File: src/rtl/mp_window_streamer_pkg.sv
// Shared constants, FSM state type and geometry helper for the max-pool window streamer.
package mp_window_streamer_pkg;

    localparam int unsigned PIXEL_WIDTH_OUT = 8;
    localparam int unsigned WIN_SIZE        = 4;
    localparam int unsigned V_STRIDE        = 2;

    typedef enum logic [2:0] {
        ST_IDLE   = 3'd0,
        ST_START  = 3'd1,
        ST_STREAM = 3'd2,
        ST_DRAIN  = 3'd3,
        ST_GAP    = 3'd4,
        ST_DONE   = 3'd5
    } mp_state_e;

    // First window carries 16 pixels, every later window only its new rows.
    function automatic int unsigned px_per_strip(input int unsigned img_h);
        return WIN_SIZE * WIN_SIZE + WIN_SIZE * V_STRIDE * ((img_h - WIN_SIZE) / V_STRIDE);
    endfunction

endpackage

File: src/rtl/mp_window_addr_gen.sv
// Window-order address generator: walks k/row_base/col_base over 4x4 windows
// moving down by 2 rows, then across by 2 columns.
module mp_window_addr_gen
    import mp_window_streamer_pkg::*;
#(
    parameter int unsigned IMG_W  = 16,
    parameter int unsigned IMG_H  = 16,
    parameter int unsigned ADDR_W = $clog2(IMG_W * IMG_H)
) (
    input  logic              clk_i,
    input  logic              nreset_i,
    input  logic              clr_i,
    input  logic              advance_i,
    output logic [ADDR_W-1:0] addr_o,
    output logic              last_in_strip_o,
    output logic              last_in_frame_o
);

    localparam int unsigned RW = $clog2(IMG_H);
    localparam int unsigned CW = $clog2(IMG_W);

    logic [3:0]    r_k;
    logic          r_later;
    logic [RW-1:0] r_row_base;
    logic [CW-1:0] r_col_base;

    logic          w_k_last;
    logic          w_last_win;
    logic          w_last_strip;
    logic [RW-1:0] w_row;
    logic [CW-1:0] w_col;

    // Later windows fetch only rows row_base+2..row_base+3 of the current window.
    always_comb begin
        w_k_last     = r_later ? (r_k == 4'd7) : (r_k == 4'd15);
        w_last_win   = (r_row_base == RW'(IMG_H - WIN_SIZE));
        w_last_strip = (r_col_base == CW'(IMG_W - WIN_SIZE));
        if (r_later) begin
            w_row = r_row_base + RW'(V_STRIDE) + RW'(r_k[2]);
        end else begin
            w_row = r_row_base + RW'(r_k[3:2]);
        end
        w_col = r_col_base + CW'(r_k[1:0]);
    end

    assign addr_o          = ADDR_W'(w_row) * ADDR_W'(IMG_W) + ADDR_W'(w_col);
    assign last_in_strip_o = w_k_last && w_last_win;
    assign last_in_frame_o = w_k_last && w_last_win && w_last_strip;

    always_ff @(posedge clk_i or negedge nreset_i) begin
        if (!nreset_i) begin
            r_k        <= '0;
            r_later    <= 1'b0;
            r_row_base <= '0;
            r_col_base <= '0;
        end else if (clr_i) begin
            r_k        <= '0;
            r_later    <= 1'b0;
            r_row_base <= '0;
            r_col_base <= '0;
        end else if (advance_i) begin
            if (!w_k_last) begin
                r_k <= r_k + 4'd1;
            end else begin
                r_k <= '0;
                if (!w_last_win) begin
                    r_row_base <= r_row_base + RW'(V_STRIDE);
                    r_later    <= 1'b1;
                end else begin
                    r_row_base <= '0;
                    r_later    <= 1'b0;
                    r_col_base <= w_last_strip ? '0 : r_col_base + CW'(2);
                end
            end
        end
    end

endmodule

File: src/rtl/mp_window_streamer.sv
// Frame-memory reader feeding the max-pool controller in 4x4 window order,
// framing each column strip with start_mp_o and strobing pixels with px_rdy_o.
module mp_window_streamer
    import mp_window_streamer_pkg::*;
#(
    parameter int unsigned IMG_W  = 16,
    parameter int unsigned IMG_H  = 16,
    parameter int unsigned PX_W   = PIXEL_WIDTH_OUT,
    parameter int unsigned ADDR_W = $clog2(IMG_W * IMG_H)
) (
    input  logic              clk_i,
    input  logic              nreset_i,
    input  logic              start_frame_i,
    input  logic              stall_i,
    output logic              mem_rd_o,
    output logic [ADDR_W-1:0] mem_addr_o,
    input  logic [PX_W-1:0]   mem_data_i,
    output logic              start_mp_o,
    output logic              px_rdy_o,
    output logic [PX_W-1:0]   px_o,
    output logic              busy_o,
    output logic              frame_done_o
);

    mp_state_e       r_state;
    logic            r_start_mp;
    logic            r_busy;
    logic            r_frame_done;
    logic            r_last_strip;
    logic            r_rd_d1;
    logic            r_px_rdy;
    logic [PX_W-1:0] r_px;

    logic              w_issue;
    logic              w_clr;
    logic              w_last_in_strip;
    logic              w_last_in_frame;
    logic [ADDR_W-1:0] w_addr;

    assign w_issue = (r_state == ST_STREAM) && !stall_i;
    assign w_clr   = (r_state == ST_IDLE) && start_frame_i;

    mp_window_addr_gen #(
        .IMG_W  (IMG_W),
        .IMG_H  (IMG_H),
        .ADDR_W (ADDR_W)
    ) u_addr_gen (
        .clk_i           (clk_i),
        .nreset_i        (nreset_i),
        .clr_i           (w_clr),
        .advance_i       (w_issue),
        .addr_o          (w_addr),
        .last_in_strip_o (w_last_in_strip),
        .last_in_frame_o (w_last_in_frame)
    );

    always_ff @(posedge clk_i or negedge nreset_i) begin
        if (!nreset_i) begin
            r_state      <= ST_IDLE;
            r_start_mp   <= 1'b0;
            r_busy       <= 1'b0;
            r_frame_done <= 1'b0;
            r_last_strip <= 1'b0;
        end else begin
            case (r_state)
                ST_IDLE: begin
                    r_frame_done <= 1'b0;
                    if (start_frame_i) begin
                        r_state    <= ST_START;
                        r_start_mp <= 1'b1;
                        r_busy     <= 1'b1;
                    end
                end
                ST_START: begin
                    r_state <= ST_STREAM;
                end
                ST_STREAM: begin
                    if (w_issue && w_last_in_strip) begin
                        r_state      <= ST_DRAIN;
                        r_last_strip <= w_last_in_frame;
                    end
                end
                // Leave once the final read has been captured; px_rdy_o fires this cycle.
                ST_DRAIN: begin
                    if (!r_rd_d1) begin
                        r_start_mp <= 1'b0;
                        if (r_last_strip) begin
                            r_state      <= ST_DONE;
                            r_busy       <= 1'b0;
                            r_frame_done <= 1'b1;
                        end else begin
                            r_state <= ST_GAP;
                        end
                    end
                end
                ST_GAP: begin
                    r_state    <= ST_START;
                    r_start_mp <= 1'b1;
                end
                ST_DONE: begin
                    r_state      <= ST_IDLE;
                    r_frame_done <= 1'b0;
                end
                default: begin
                    r_state    <= ST_IDLE;
                    r_start_mp <= 1'b0;
                    r_busy     <= 1'b0;
                end
            endcase
        end
    end

    always_ff @(posedge clk_i or negedge nreset_i) begin
        if (!nreset_i) begin
            r_rd_d1  <= 1'b0;
            r_px_rdy <= 1'b0;
            r_px     <= '0;
        end else begin
            r_rd_d1  <= w_issue;
            r_px_rdy <= r_rd_d1;
            if (r_rd_d1) begin
                r_px <= mem_data_i;
            end
        end
    end

    assign mem_rd_o     = w_issue;
    assign mem_addr_o   = w_issue ? w_addr : '0;
    assign start_mp_o   = r_start_mp;
    assign px_rdy_o     = r_px_rdy;
    assign px_o         = r_px;
    assign busy_o       = r_busy;
    assign frame_done_o = r_frame_done;

endmodule
File: config.mk
export PLATFORM = sky130hd
export DESIGN_NAME = mp_window_streamer
export DESIGN_NICKNAME = d
export VERILOG_FILES = /design/src/rtl/mp_window_streamer_pkg.sv /design/src/rtl/mp_window_addr_gen.sv /design/src/rtl/mp_window_streamer.sv
export SDC_FILE = /design/constraint.sdc
export NUM_CORES = 1
export LEC_CHECK = 0
export BUFFER_PORTS_ARGS = -buffer_cell sky130_fd_sc_hd__buf_4
export CORE_ASPECT_RATIO = 0.5
export CORE_MARGIN = 2
export CORE_UTILIZATION = 57
export CTS_CLUSTER_DIAMETER = 50
export DETAILED_ROUTE_END_ITERATION = 8
export GPL_TIMING_DRIVEN = 0
export HOLD_SLACK_MARGIN = 0.05
export PLACE_DENSITY = 0.81
export SLEW_MARGIN = 40
export SYNTH_ARGS = -nofsm -noshare
export SYNTH_HDL_FRONTEND = slang
export SYNTH_SLANG_ARGS = --single-unit
File: constraint.sdc
create_clock -name clk_i -period 3.4 [get_ports clk_i]
set_clock_uncertainty 0.1 [all_clocks]
set_input_delay 0.17 -clock clk_i [delete_from_list [all_inputs] [get_ports clk_i]]
set_output_delay 0.17 -clock clk_i [all_outputs]
set_load 0.05 [all_outputs]
==> run metrics, run 1 <==
status finished clean; R2R Path End r_last_strip; origin of the critical flop-to-flop path r_state[0]; total iterations of the first detailed-routing run 4; number of global-route vias before repair between 1,000 and 1,500; CTS hold repair buffers 9; Syn. warnings 0; fin cells 228; maximum vdd drop around 0.00057 V; via count ~1,200; drc violations 0; relative slew slack 63.4%; final-layout fill cell count 180; fin nets 211; ys async rst share 100%; IO Count 33; P&R area growth vs syn 28.6%; unrepaired setup endpoints after global routing no; DIE AREA between 0.003 and 0.004 sq mm; crit share post-route roughly 73%; Placed Cells ~220; post-CTS setup repair buffer count 0; Worst-Skew Late Latency 0.27 ns; Logic pwr share a little over 50%; PwrDens roughly 770 mW/mm^2; CP Capture Type output pin; core area ~0.0026 sq mm; GRT overflow 0; P_leak between 0.0008 and 0.0009 uW; synth unique cells 39; Fin Setup TNS 0 ns; crit path DAT between 2 and 2.5 ns; Clock Tree Buf Depth 2; largest family of logic cells by synthesized area simple AND/OR/NAND/NOR gates; H-tree depth 1; Max FO, Critical Path 10; global-route wire length before repair between 4 and 5 mm; Flop pwr share 35.0%; Worst Path Required around 3.1 ns; CP startpoint kind flip-flop; initial core utilization between 50 and 60%; Reg2Reg Setup Slack 1.20 ns; post-synthesis mux area share under 10%; Hold Path Origin start_frame_i; largest net degree at the start of global routing 29; FF+latch count, synth 28; DP HPWL 2.15 mm; width of the die about 77 um; clk root buf clkbuf_8; Slew Viols, Final 0; Iter 0 DRT Violations 38; PortBufs 32; post-synthesis xor/xnor area fraction 4.07%; number of synthesized flops with an enable pin 0; Synth Flop Type dfrtp_1; Row Count 13; switching pwr 693 uW; CTS buffer count 3; minimum clock period 2.48 ns; worst hold slack approximately 0.086 ns; GPL Wtd Cong around 0.8; Max Cap Viol 0; Die Y just over 40 um; Compound-Gate Fraction of Synth Area between 10% and 20%; Antenna Violating Nets Remaining 0; Total Power approximately 1500 uW; Worst Reg-to-Reg Cells 3; clock power share between 10% and 20%; utilization after layout 75.9%; Seq/Total Area, Yosys about 46%; Sw Ratio a little under half; Hold Path Class in2reg; P_int roughly 800 uW; routed len/inst between 10 and 15 um; Post-Syn Instances between 100 and 150; Total Routing Usage GR 20.8%; DR vias/cell between 5 and 6; routed wire length between 3 and 4 mm; syn nets approximately 170; WS Path Type reg2out; max frequency around 0.40 GHz; initial antenna violation count 0; Post-Syn Area per Cell just over 10 sq um; Fin. Hold Viols 0; Tightest Pin Transition between 0.5 and 0.6 ns; Post-Synth Adder-Cell Area 6.31%; Sink Count 28; CTS tree yes; share of layout cells above drive strength 1 26.2%; Simple-Gate Fraction of Synth Area about 17%; PostCTS Resize Cnt 0; hold depth 2; clk slew on worst S/H paths approximately 0.09 ns; ANT cells 0; Final Setup Violations 0; WHS Endpoint start_mp_o; cell area after synthesis around 0.0015 sq mm
critical path, stage by stage, from the launching register on:
cell and delay (ns):
dfrtp_1 0.48, or4b_4 0.62, clkbuf_1 0.25, inv_1 0.24
and2_1 0.16, buf_4 0.19
power by group through the flow:
stage	logic, uW	registers, uW	clock network, uW
global placement	744	521	0
floorplan	338	733	0
detailed placement	763	528	0
CTS	773	524	206
finish	770	526	205
global route	818	540	226
per-stage QoR:
step | area, sq um | setup WS (ns)
finish | 1940 | 0.919
global route | 1940 | 0.840
CTS | 1940 | 0.918
detailed placement | 1790 | 1.22
global placement | 1790 | 1.21
floorplan | 1510 | 0.684
synth_stat cells, types with 2 or more instances:
| library cell | number | area [sq um] |
|---|---|---|
| a211oi_1 | 2 | 15.0 |
| a21oi_1 | 8 | 40.0 |
| and2_1 | 2 | 12.5 |
| clkbuf_1 | 5 | 18.8 |
| dfrtp_1 | 28 | 701 |
| ha_1 | 6 | 75.1 |
| inv_1 | 11 | 41.3 |
| mux2_2 | 10 | 113 |
| mux2i_1 | 3 | 30.0 |
| nand2_1 | 10 | 37.5 |
| nand2b_1 | 3 | 18.8 |
| nand3_1 | 4 | 20.0 |
| nand3b_1 | 2 | 15.0 |
| nor2_1 | 17 | 63.8 |
| nor3_1 | 2 | 10.0 |
| o21ai_0 | 4 | 20.0 |
| o311a_1 | 2 | 20.0 |
| xnor2_1 | 3 | 26.3 |
| xor2_1 | 4 | 35.0 |
metal layers:
metal	GRT usage (%)	vias up	part of all wire [%]
li1	-	595	-
met1	26.2	564	47
met2	38.2	27	50
met3	4.95	2	3.2
met4	4.55	0	0.56
met5	0	-	0
logic make-up after synthesis:
| family | after synthesis |
|---|---|
| DFF | 28 |
| xor gates and xnor gates | 7 |
| other | 1 |
| muxes | 13 |
| AOI/OAI and AO/OA | 26 |
| adders and majority gates | 7 |
| buffers and inverters | 17 |
| and+or+nand+nor | 47 |
final cells by class:
type | count | area (sq um) | area share [%]
buffer | 6 | 26.3 | 1.35
clock buffer | 4 | 55.1 | 2.84
inverter | 11 | 41.3 | 2.13
multi-input combinational | 101 | 739 | 38.1
sequential | 28 | 701 | 36.1
tap | 37 | 46.3 | 2.39
timing repair buffer | 41 | 330 | 17.0
sequential cells by signal (all words and copies together) (netlist names):
| register | flops |
|---|---|
| px_o | 8 |
| u_addr_gen.r_k | 4 |
| r_state | 3 |
| u_addr_gen.r_col_base | 3 |
| u_addr_gen.r_row_base | 3 |
| busy_o | 1 |
| frame_done_o | 1 |
| px_rdy_o | 1 |
| r_last_strip | 1 |
| r_rd_d1 | 1 |
| start_mp_o | 1 |
| u_addr_gen.r_later | 1 |
how the worst max path moves through the flow:
stage	start	end	slack, ns	depth (start not counted)
6_report	r_state[0]	mem_addr_o[0]	0.92	5
5_1_grt	r_state[0]	mem_addr_o[4]	0.84	5
4_1_cts	r_state[0]	mem_addr_o[0]	0.92	5
3_5_place_dp	r_state[0]	r_last_strip	1.22	3
3_3_place_gp	r_state[0]	r_last_strip	1.21	3
2_1_floorplan	r_state[0]	mem_addr_o[6]	0.68	3
layout by cell type, fill, tap and decap left out, types with 2 or more instances in the layout:
master | synthesis | final
xor2_1 | 4 | 4
inv_1 | 11 | 11
o21ai_0 | 4 | 4
a21oi_1 | 8 | 8
nand3_1 | 4 | 4
clkbuf_8 | 0 | 4
clkbuf_1 | 5 | 5
nor2_1 | 17 | 17
nand2b_1 | 3 | 3
nand2_1 | 10 | 10
nor3_1 | 2 | 2
o311a_1 | 2 | 2
xnor2_1 | 3 | 3
mux2i_1 | 3 | 3
ha_1 | 6 | 6
dlygate4sd3_1 | 0 | 9
buf_4 | 1 | 33
dfrtp_1 | 28 | 28
mux2_2 | 10 | 10
and2_1 | 2 | 2
nand3b_1 | 2 | 2
a211oi_1 | 2 | 2
Power figures use the tool's default switching activity.
==> run 2: changes to the inputs <==
- CORE_UTILIZATION: 57 -> 48
- PLACE_DENSITY: 0.81 -> 0.73
- clock period: 3.4 -> 2.15 ns (I/O delays scaled with it)
==> run metrics, run 2 (synthesis gave the netlist of run 1 again) <==
Hold Path Origin stall_i; final worst setup slack 0.0735 ns (-0.845 ns); share of layout cells above drive strength 1 31.3% (+5.1 points); minimum clock period a little over 2 ns; CP Capture Type output pin; CP max-delay cell or4b_4; Sink Count 28 (unchanged); Final Setup Violations 0 (unchanged); commonest non-fill, non-tap cell in the layout buf_4; routed len/inst 13.5 um (+1.1%); Row Count 14 (+1); Iter 0 DRT Violations 41 (+7.9%); max frequency between 0.4 and 0.5 GHz; Worst-Skew Late Latency 0.27 ns (about the same); pre-CTS setup slack -0.00465 ns (-1.22 ns); highest-count cells in the layout ignoring fill and taps 35 x buf_4, 27 x dfrtp_1, 17 x nor2_1; PortBufs 32 (unchanged); maximum vdd drop 0.000776 V (+36%); drc violations 0 (unchanged); CTS tree yes; IO Count 33 (unchanged); GPL Wtd Cong 0.831 (+4.7%); clk root buf clkbuf_8; Max Cap Viol 0 (unchanged); Worst Path Required 1.94 ns (-1.19 ns); Max FO, Critical Path 10 (unchanged); width of the die 83.3 um (+8.5%); core area 0.00300 sq mm (+17%); clk slew on worst S/H paths 0.09 ns (about the same); Worst Path Buf+Inv 4 (+1); max FFs per register 8 (unchanged); number of global-route vias before repair 1,228 (+15%); Total Routing Usage GR 18.9% (-1.9 points); status finished clean; crit share post-route between 90% and 100%; initial antenna violation count 0 (unchanged); Fin Setup TNS 0 ns (unchanged); CTS buffer count 3 (unchanged); initial core utilization 50.3% (-8.7 points); Hold Path Class in2reg; unrepaired setup endpoints after global routing no; P_leak 0.000926 uW (+4.2%); DR vias/cell 5.13 (-1.5%); origin of the critical flop-to-flop path r_state[1]; PwrDens 1210 mW/mm^2 (+56%); relative slew slack 66.4% (+3.0 points); crit-path cells buf_6 -> or4b_4 -> buf_8 -> clkinvlp_4 -> and2_2 -> buf_6; Antenna Violating Nets Remaining 0 (unchanged); DP HPWL 2.13 mm (-0.92%); Top Family by Delay on Critical Path simple AND/OR/NAND/NOR gates; CP most frequent cell buf_6; Fin. Hold Viols 0 (unchanged); crit path DAT 1.87 ns (-0.34 ns); global-route wire length before repair 5.44 mm (+12%); via count 1,221 (+2.8%); Worst Setup SP r_state[1]; fin nets 218 (+3.3%); WS Path Type reg2out; Tightest Pin Transition 0.505 ns (-0.0447 ns); largest net degree at the start of global routing 29 (unchanged); Clock Tree Buf Depth 2 (unchanged); total iterations of the first detailed-routing run 4 (unchanged); GRT overflow 0 (unchanged); worst hold slack 0.170 ns (+0.0842 ns); worst stage delay on the critical path 0.51 ns (-0.11 ns); DIE AREA 0.00363 sq mm (+17%); P&R area growth vs syn 35.7%; final-layout fill cell count 244 (+36%); ANT cells 0 (unchanged); Die Y 43.6 um (+8.1%); H-tree depth 1 (unchanged); routed wire length 3.21 mm (+5.6%); CP startpoint kind flip-flop; Slew Viols, Final 0 (unchanged)
==> run 2: metrics by stage <==
stage / util (%) / std cells / power, uW / instance area (sq um)
after floorplan: - / 146 / 1700 / 1520
after global placement: 60.4 / 218 / 2010 / 1810
after detailed placement: 60.4 / 218 / 2040 / 1810
after CTS: 66.8 / 234 / 2420 / 2000
after global routing: 68.3 / 238 / 2610 / 2050
final: 68.3 / 238 / 2470 / 2050
==> run 2: tightest hold or removal path: cells and delay by family <==
| family | cells | cell delay, ns |
|---|---|---|
| buffers and inverters | 1 | 0.08 |
| AND/OR/NAND/NOR | 4 | 0.32 |
==> run 2: cell type report <==
class / instances / area, sq um / share of cell area, %
multi-input cells: 101 / 757 / 37.0
repair buffers: 48 / 395 / 19.3
clock buffers: 4 / 55.1 / 2.69
inverters: 11 / 45.0 / 2.20
well taps: 40 / 50.0 / 2.45
flip-flops and latches: 28 / 702 / 34.3
plain buffers: 6 / 41.3 / 2.02
==> run 2: timing repair <==
action | CTS | global route
buffers inserted | 1 | 4
hold endpoints to repair | 38 | 0
hold buffers | 11 | 0
pin swaps | 0 | 1
resized for setup | 6 | 4
endpoints found under the setup margin | 10 | 5
==> run 2: power breakdown <==
group | leakage (uW) | switching, uW | internal (uW) | total [uW]
clock | 0.0000288 | 164 | 164 | 328
combinational | 0.000543 | 835 | 496 | 1330
sequential | 0.000355 | 122 | 692 | 813
==> run 2: per-layer routing <==
layer / global-route usage [%] / vias up / wire length [um]
li1: - / 608 / -
met1: 23.0 / 589 / 1490
met2: 35.5 / 19 / 1590
met3: 4.38 / 5 / 93
met4: 3.93 / 0 / 31
met5: 0 / - / 0
==> run 2: final timing paths <==
path	cells past startpoint	endpoint	slack, ns
max	6	mem_addr_o[4]	0.07
min	5	u_addr_gen.r_col_base[3]	0.17
max reg2reg	6	u_addr_gen.r_row_base[2]	0.09
min reg2reg	0	px_rdy_o	0.34
max in group asynchronous	2	r_state[0]	1.48
min in group asynchronous	2	px_o[1]	0.18
